**config.mk**
```make
export PLATFORM = sky130hd
export DESIGN_NAME = pingpong_run_ctrl
export DESIGN_NICKNAME = d
export VERILOG_FILES = /design/src/rtl/pingpong_pkg.sv /design/src/rtl/pingpong_run_ctrl_tick_prescaler.sv /design/src/rtl/pingpong_run_ctrl.sv
export SDC_FILE = /design/constraint.sdc
export NUM_CORES = 1
export LEC_CHECK = 0
export ABC_AREA = 1
export BUFFER_PORTS_ARGS = -buffer_cell sky130_fd_sc_hd__buf_2
export CAP_MARGIN = 20
export CORE_UTILIZATION = 50
export DETAILED_ROUTE_END_ITERATION = 16
export GPL_ROUTABILITY_DRIVEN = 0
export PLACE_DENSITY = 0.69
export SYNTH_ARGS = -nofsm -noshare
export SYNTH_HDL_FRONTEND = slang
export SYNTH_SLANG_ARGS = --single-unit
```
**constraint.sdc**
```tcl
create_clock -name clk -period 2.34 [get_ports clk]
set_input_delay 0.234 -clock clk [delete_from_list [all_inputs] [get_ports clk]]
set_output_delay 0.234 -clock clk [all_outputs]
set_load 0.01 [all_outputs]
```
**src/rtl/pingpong_pkg.sv**
```systemverilog
// pingpong_pkg: shared state and direction encodings for the ping-pong run controller
package pingpong_pkg;
   typedef enum logic [1:0] {
      ST_IDLE  = 2'd0,
      ST_RUN   = 2'd1,
      ST_PAUSE = 2'd2,
      ST_ERR   = 2'd3
   } state_t;
   localparam logic DIR_UP   = 1'b1;
   localparam logic DIR_DOWN = 1'b0;
endpackage

```
**src/rtl/pingpong_run_ctrl_tick_prescaler.sv**
```systemverilog
// tick_prescaler: divides the system clock down to one count-step strobe every TICK_DIV clocks
module tick_prescaler #(
   parameter int TICK_DIV = 33554432,
   parameter int TICK_W   = 25
) (
   input  logic clk,
   input  logic rst,
   input  logic run,
   input  logic clr,
   output logic tick
);
   logic [TICK_W-1:0] pre;
   assign tick = run && (pre == TICK_W'(TICK_DIV - 1));
   // count while running, wrap on the terminal value, freeze otherwise
   always_ff @(posedge clk) begin
      if (rst || clr)
         pre <= '0;
      else if (run)
         pre <= tick ? '0 : pre + 1'b1;
   end
endmodule

```
**src/rtl/pingpong_run_ctrl.sv**
```systemverilog
// pingpong_run_ctrl: start/pause/error sequencer and bounded up/down count; PPC_SINGLE_STEP_EN adds step_p
module pingpong_run_ctrl
   import pingpong_pkg::*;
#(
   parameter int CNT_W    = 4,
   parameter int TICK_DIV = 33554432,
   parameter int TICK_W   = 25
) (
   input  logic             clk,
   input  logic             rst,
   input  logic             start_p,
   input  logic             pause_p,
   input  logic             flip_p,
`ifdef PPC_SINGLE_STEP_EN
   input  logic             step_p,
`endif
   input  logic [CNT_W-1:0] cfg_max,
   input  logic [CNT_W-1:0] cfg_min,
   output logic [CNT_W-1:0] cnt,
   output logic             dir,
   output logic [1:0]       state,
   output logic             cfg_err,
   output logic             tick
);
   state_t           st, st_nx;
   logic [CNT_W-1:0] max_q, min_q, cnt_nx, max_nx, min_nx;
   logic             dir_nx, flip_q, flip_nx, tick_nx;
   logic             pre_tick, pre_clr, step_go, upd, d_eff, d_fin;

`ifdef PPC_SINGLE_STEP_EN
   assign step_go = step_p && (st == ST_PAUSE);
`else
   assign step_go = 1'b0;
`endif

   assign state   = st;
   assign cfg_err = (st == ST_ERR);

   tick_prescaler #(.TICK_DIV(TICK_DIV), .TICK_W(TICK_W)) u_pre (
      .clk  (clk),
      .rst  (rst),
      .run  (st == ST_RUN),
      .clr  (pre_clr),
      .tick (pre_tick)
   );

   // next-state: start overrides everything; a step reflects at the latched bounds
   always_comb begin
      st_nx   = st;
      cnt_nx  = cnt;
      dir_nx  = dir;
      flip_nx = flip_q;
      max_nx  = max_q;
      min_nx  = min_q;
      tick_nx = 1'b0;
      pre_clr = 1'b0;
      upd     = ((st == ST_RUN) && pre_tick) || step_go;
      d_eff   = dir ^ flip_q ^ flip_p;
      d_fin   = (d_eff && cnt == max_q) ? DIR_DOWN : (!d_eff && cnt == min_q) ? DIR_UP : d_eff;
      if (start_p) begin
         flip_nx = 1'b0;
         pre_clr = 1'b1;
         if (cfg_max > cfg_min) begin
            st_nx  = ST_RUN;
            max_nx = cfg_max;
            min_nx = cfg_min;
            cnt_nx = cfg_min;
            dir_nx = DIR_UP;
         end else
            st_nx = ST_ERR;
      end else if (st == ST_RUN || st == ST_PAUSE) begin
         if (upd) begin
            cnt_nx  = d_fin ? cnt + 1'b1 : cnt - 1'b1;
            dir_nx  = d_fin;
            flip_nx = 1'b0;
            tick_nx = 1'b1;
         end else if (flip_p)
            flip_nx = ~flip_q;
         if (pause_p)
            st_nx = (st == ST_RUN) ? ST_PAUSE : ST_RUN;
      end
   end

   // state, count and strobe registers
   always_ff @(posedge clk) begin
      if (rst) begin
         st     <= ST_IDLE;
         cnt    <= '0;
         dir    <= DIR_UP;
         flip_q <= 1'b0;
         max_q  <= '0;
         min_q  <= '0;
         tick   <= 1'b0;
      end else begin
         st     <= st_nx;
         cnt    <= cnt_nx;
         dir    <= dir_nx;
         flip_q <= flip_nx;
         max_q  <= max_nx;
         min_q  <= min_nx;
         tick   <= tick_nx;
      end
   end
endmodule
```
## After elaboration in Yosys (flattened, before gate mapping)

Cells that the tools add are included.

| word-level totals | value |
|---|---|
| register bits after elaboration | 42 |
| bits in latches | 0 |
| memory bits (writable) | 0 |
| bits in read-only memories | 0 |
| bits of input ports | 13 |
| memories | 0 |

| operators by class | value |
|---|---|
| add/sub/neg operators | 3 |
| $mul | 0 |
| divide/modulo/power cells | 0 |
| magnitude comparators | 1 |
| equal/unequal tests | 7 |
| shifts and indexed selects | 0 |
| multiplexer cells | 21 |
| bitwise logic cells | 4 |
| reduce and logical (&&, ||, !) cells | 17 |

Operators by type and width:

| cell | count |
|---|---|
| adder 25 x 1 -> 25 bit, second input constant | 1 |
| equality test 25 bit, second input constant | 1 |
| 2-to-1 mux 25 bit | 1 |
| 2-to-1 mux 4 bit | 5 |
| 2-to-1 mux 1 bit | 10 |
| 2-to-1 mux 2 bit | 5 |
| equality test 4 bit | 2 |
| nonzero test 2 bit | 4 |
| AND reduction 2 bit | 3 |
| adder 4 x 1 -> 4 bit, second input constant | 1 |
| equality test 2 bit, second input constant | 2 |
| greater-than comparator 4 bit | 1 |
| logical AND 1 bit | 4 |
| subtractor 4 x 1 -> 4 bit, second input constant | 1 |
| AND reduction 3 bit | 1 |
| OR reduction 3 bit | 1 |
| equality test 2 x 1 -> 1 bit, second input constant | 1 |
| logical OR 1 bit | 2 |
| != test 2 x 1 -> 1 bit, second input constant | 1 |
| NOT 1 bit | 2 |
| OR reduction 2 bit | 1 |
| XOR 1 bit | 2 |
| logical NOT 1 bit | 1 |

## Longest topological paths before layout

| depth | value |
|---|---|
| word-level depth | 10 |
| mapped depth | 20 |
| gate-level depth less buffers | 20 |

## Cells and area by module

Synthesis repeated with hierarchy kept, for this count alone.

| unflattened totals | value |
|---|---|
| cell total of the unflattened synthesis | 364 |
| area total of the unflattened synthesis | 2469.9 um^2 |

Modules (own cells, without submodules):

| module | instances | cells an instance | area an instance (um^2) | sequential area each (um^2) |
|---|---|---|---|---|
| tick_prescaler | 1 | 201 | 1383.8 | 500.5 |
| pingpong_run_ctrl | 1 | 163 | 1086.0 | 340.3 |

## Worst setup path after synthesis

No wires, ideal clock.

| path | value |
|---|---|
| path kind | reg-to-reg |
| from | reg cnt[0] |
| to | reg cnt[3] |
| library setup time | 0.109 ns |
| arrival | 1.944 ns |
| required time | 2.231 ns |
| slack | 0.287 ns |
| cell stages (with the launch flop) | 19 |
| period minus slack after synthesis | 2.053 ns |
| path through | dfxtp_1 -> inv_1 -> nand2_1 -> nand2_1 -> nor2_1 -> nand3_1 -> nand2_1 -> inv_1 -> ha_1 -> a21oi_1 -> nand2_1 -> nand2_1 -> nand2_1 -> inv_1 -> nand3_1 -> nand3_1 -> nand3_1 -> nand2_1 -> inv_1 |

| on the way | value |
|---|---|
| word-level cells in the longest chain between the ends | 8 |
| elaborated cells between the ends (all ways) | 12 |

RTL lines:

| item | line | text |
|---|---|---|
| start: declaration | pingpong_run_ctrl.sv:19 | `output logic [CNT_W-1:0] cnt,` |
| start signal: assignment | pingpong_run_ctrl.sv:96 | `cnt <= cnt_nx;` |
| equality test 4 bit | pingpong_run_ctrl.sv:59 | `d_fin = (d_eff && cnt == max_q) ? DIR_DOWN : (!d_eff && cnt == min_q) ? DIR_UP : d_eff;` |
| logical AND 1 bit | pingpong_run_ctrl.sv:59 |  |
| 2-to-1 mux 1 bit (2 in series) | pingpong_run_ctrl.sv:59 |  |
| 2-to-1 mux 4 bit (*) | pingpong_run_ctrl.sv:73 | `cnt_nx = d_fin ? cnt + 1'b1 : cnt - 1'b1;` |
| 2-to-1 mux 4 bit (*) | pingpong_run_ctrl.sv:72 | `if (upd) begin` |
| 2-to-1 mux 4 bit (*) | pingpong_run_ctrl.sv:71 | `end else if (st == ST_RUN \|\| st == ST_PAUSE) begin` |
| 2-to-1 mux 4 bit (*) | pingpong_run_ctrl.sv:60 | `if (start_p) begin` |

Every way passes the cells marked *; elsewhere a longest branch is shown, timed or not. The select of a mux whose other input is x is not followed.
A chain may end at the register's enable or synchronous reset.

## Final worst setup path

| path | value |
|---|---|
| from | reg cnt[1] |
| to | reg cnt[3] |

The elaborated chain is that of the path after synthesis.

==> results_dict.tcl <==
set metrics [dict create \
    core.rowCount 24 \
    synthesis.area_um2 2397 \
    r2r_slack_ns 0.24 \
    dpl.hpwl_mm 3.800 \
    portBuffers 21 \
    clock_tree.buffer_depth 2 \
    leakagePower_nw 1.191 \
    post_synth_top_area_cell "sky130_fd_sc_hd__dfxtp_1" \
    grt_setup_unrepaired "false" \
    synth.top_cell.area_share_pct 35.07 \
    critPathMostFrequentCell "sky130_fd_sc_hd__nand2_1" \
    postCtsSetupBuffers 0 \
    critPathMaxStageDelay_ns 0.39 \
    grt_first_pass_wirelength_mm 8.983 \
    cts.htree.levels 2 \
    tritoncts.num_buffers 5 \
    yosysWarningCount 0 \
    initial_utilization_pct 53.58 \
    layout_min_cycle_time_ns 2.102 \
    cp_slowest_cell "sky130_fd_sc_hd__dfxtp_4" \
    share_seq_of_total_power_pct 45.9 \
    fp.dieH_um 71.25 \
    power.switching_w 0.0004740 \
    critical-path-top-delay-family "simple AND/OR/NAND/NOR gates" \
    p_sw_share_pct 28.06 \
    holdPathStages 2 \
    drt_first_pass_iters 4 \
    design.final.nets 407 \
    timing_worst_setup_path_type "reg -> reg" \
    path_buf_inv 4 \
    outcome "complete, no violations" \
    n_fill_cell 446 \
    synth.avg_cell_area_um2 6.734 \
    internal_power_w 0.001215 \
    first_iter_violations 127 \
    design.core.area_um2 4474 \
    grt_max_degree 14 \
    final_setup_vio_count 0 \
    crit_path_cell_trace "inv_1 -> nand2_1 -> nand2_1 -> nor2_1 -> nand2_1 -> nand2_1 -> nand2_1 -> inv_1 -> ha_4 -> a21oi_2 -> nand2_1 -> nand2_1 -> nand2_1 -> inv_1 -> nand3_1 -> nand3_1 -> nand3_1 -> nand2_1 -> inv_1" \
    post-route-period-util_pct 89.82 \
    fin_setup_tns_ns 0 \
    synth-seq-area-share_pct 35.07 \
    crit_path_max_fanout 6 \
    yosys_register_bits 42 \
    via_count 2176 \
    clock_tree.root_cell "sky130_fd_sc_hd__clkbuf_8" \
    design.die.area_um2 5076 \
    grt_pass1_vias 2052 \
    detail_route.drc_violations 0 \
    crit-reg2reg-launch "cnt[1]" \
    io_pins 22 \
    floorplan.die.width_um 71.25 \
    slew_headroom_pct 66.97 \
    syn-instance-count 356 \
    cts_sinks 42 \
    maxCapViolCount 0 \
    layout-drive-gt1-share_pct 16.15 \
    timing.fmax_ghz 0.4758 \
    detail_route.wirelength_mm 5.016 \
    regToRegEndpoint "cnt[3]" \
    hold_viol 0 \
    postCtsHoldBufs 0 \
    hold_path_end "state[0]" \
    clk_pin_slew_worst_paths_ns 0.09 \
    synth_cell_types 33 \
    netlist_top_cells_area "sky130_fd_sc_hd__dfxtp_1 35%, sky130_fd_sc_hd__nand2_1 13%, sky130_fd_sc_hd__inv_1 9.2%" \
    routed_via_density 4.991 \
    insertedDiodeCount 0 \
    worst-slew-pin-transition_ns 0.4949 \
    cts_tree "done" \
    drv_slew 0 \
    worstSetupStartpointType "flop" \
    antenna_violations_before_repair 0 \
    clock_power_share_pct 34.7 \
    min-delay-path-class "in -> reg" \
    worst_clock_skew_ns 0.01309 \
    multi_input_area_um2 1304 \
    pwr-share-comb_pct 19.4 \
    worst_hold_startpoint "rst" \
    cp-end-kind "flop" \
    worstPathArrival_ns 2.30 \
    routedWlPerCell_um 11.50 \
    pwr_density_cell_nw_per_um2 623.6 \
    crit_required_ns 2.54 \
    worstSkewPairLatency_ns 0.29 \
    finish.utilization_pct 60.54 \
    grt_overflow_total 0 \
    worst_ir_drop_vdd_mv 0.4835 \
    sequential_cell_area_um2 850.8 \
    layout_common_cells "84 x sky130_fd_sc_hd__nand2_1, 59 x sky130_fd_sc_hd__inv_1, 38 x sky130_fd_sc_hd__dfxtp_1" \
    synth.net_count 379 \
    final_antenna_net_count 0 \
    layout-area-overhead-vs-synth_pct 13.00 \
    most_common_cell_after_layout_fill_and_taps_aside "sky130_fd_sc_hd__nand2_1" \
    global_route.usage.total_pct 22.01 \
    reg2regPathDepth 19 \
]
[flip-flops by register name (all words and copies together), names as in the netlist]
register,flops
dir,1
cnt,4
tick,1
state,2
u_pre.pre,25
max_q,4
min_q,4
flip_q,1
[cell type report]
cell class,instances,share of cell area [%]
Clock buffer,6,3.048
Clock inverter,1,1.109
Inverter,62,8.637
Multi-Input combinational cell,247,48.13
Sequential cell,42,31.41
Tap cell,52,2.402
Timing Repair Buffer,26,5.266
[timing repair]
item                                   in CTS  in global routing
endpoints found under the hold margin       0                  0
setup endpoints to repair                   0                  2
gates resized for setup                     0                  8
[power by group through the flow]
| stage | clock (W) | sequential, W | combinational (W) |
|---|---|---|---|
| after floorplan | 0 | 0.000789 | 0.000218 |
| after global placement | 0 | 0.000788 | 0.000304 |
| after detailed placement | 0 | 0.000789 | 0.000306 |
| after CTS | 0.000602 | 0.000772 | 0.000308 |
| after global routing | 0.000642 | 0.000780 | 0.000378 |
| final | 0.000587 | 0.000775 | 0.000328 |
[how the worst max path moves through the flow]
stage	cells after the start	end	startpoint
2_1_floorplan	18	cnt[3]	cnt[0]
3_3_place_gp	19	cnt[3]	cnt[1]
3_5_place_dp	19	cnt[3]	cnt[1]
4_1_cts	19	cnt[3]	cnt[1]
5_1_grt	19	cnt[3]	cnt[0]
6_report	19	cnt[3]	cnt[1]
[synthesized netlist by cell type, drive strengths merged]
cell type	count
nand2	87
o21ai	23
dfxtp	42
nor3	11
o21bai	1
clkbuf	4
buf	1
clkinv	1
nand3b	2
a21oi	29
nand4	3
or2	1
a211oi	1
inv	61
nor4	1
ha	9
o22ai	2
nor2	45
fa	1
xnor2	1
nand3	22
xor2	5
and3	1
nor3b	2
[logic make-up (layout without fill, tap and decap cells)]
family / after synthesis / count (layout) / share of synthesized area [%]
compound gates: 56 / 56 / 12.00
fa+ha+maj: 10 / 10 / 5.532
xor+xnor: 6 / 6 / 2.192
buf+inv: 67 / 95 / 11.22
flops: 42 / 42 / 35.07
simple gates: 175 / 175 / 33.98
[layer usage]
layer | vias to the layer above | wire, um | part of all wire (%) | global-route usage [%]
met3 | 2 | 166 | 3.3 | 4.641
li1 | 1176 | - | - | -
met2 | 30 | 2169 | 43 | 35.66
met5 | - | 0 | 0 | 0
met1 | 968 | 2659 | 53 | 30.31
met4 | 0 | 20 | 0.40 | 4.667
[per-stage QoR]
step / area [um2] / power [W] / hold slack (ns) / cells / setup WS (ns)
2_1_floorplan: 2397 / 0.001007 / 0.3031 / 356 / 0.2871
3_3_place_gp: 2570 / 0.001091 / 0.4599 / 429 / 0.1038
3_5_place_dp: 2570 / 0.001094 / 0.4664 / 429 / 0.03449
4_1_cts: 2683 / 0.001683 / 0.2017 / 436 / 0.03184
5_1_grt: 2709 / 0.001799 / 0.1955 / 436 / 0.03293
6_report: 2709 / 0.001689 / 0.2076 / 436 / 0.2381
Note: power is estimated with default switching activity, not from simulation.
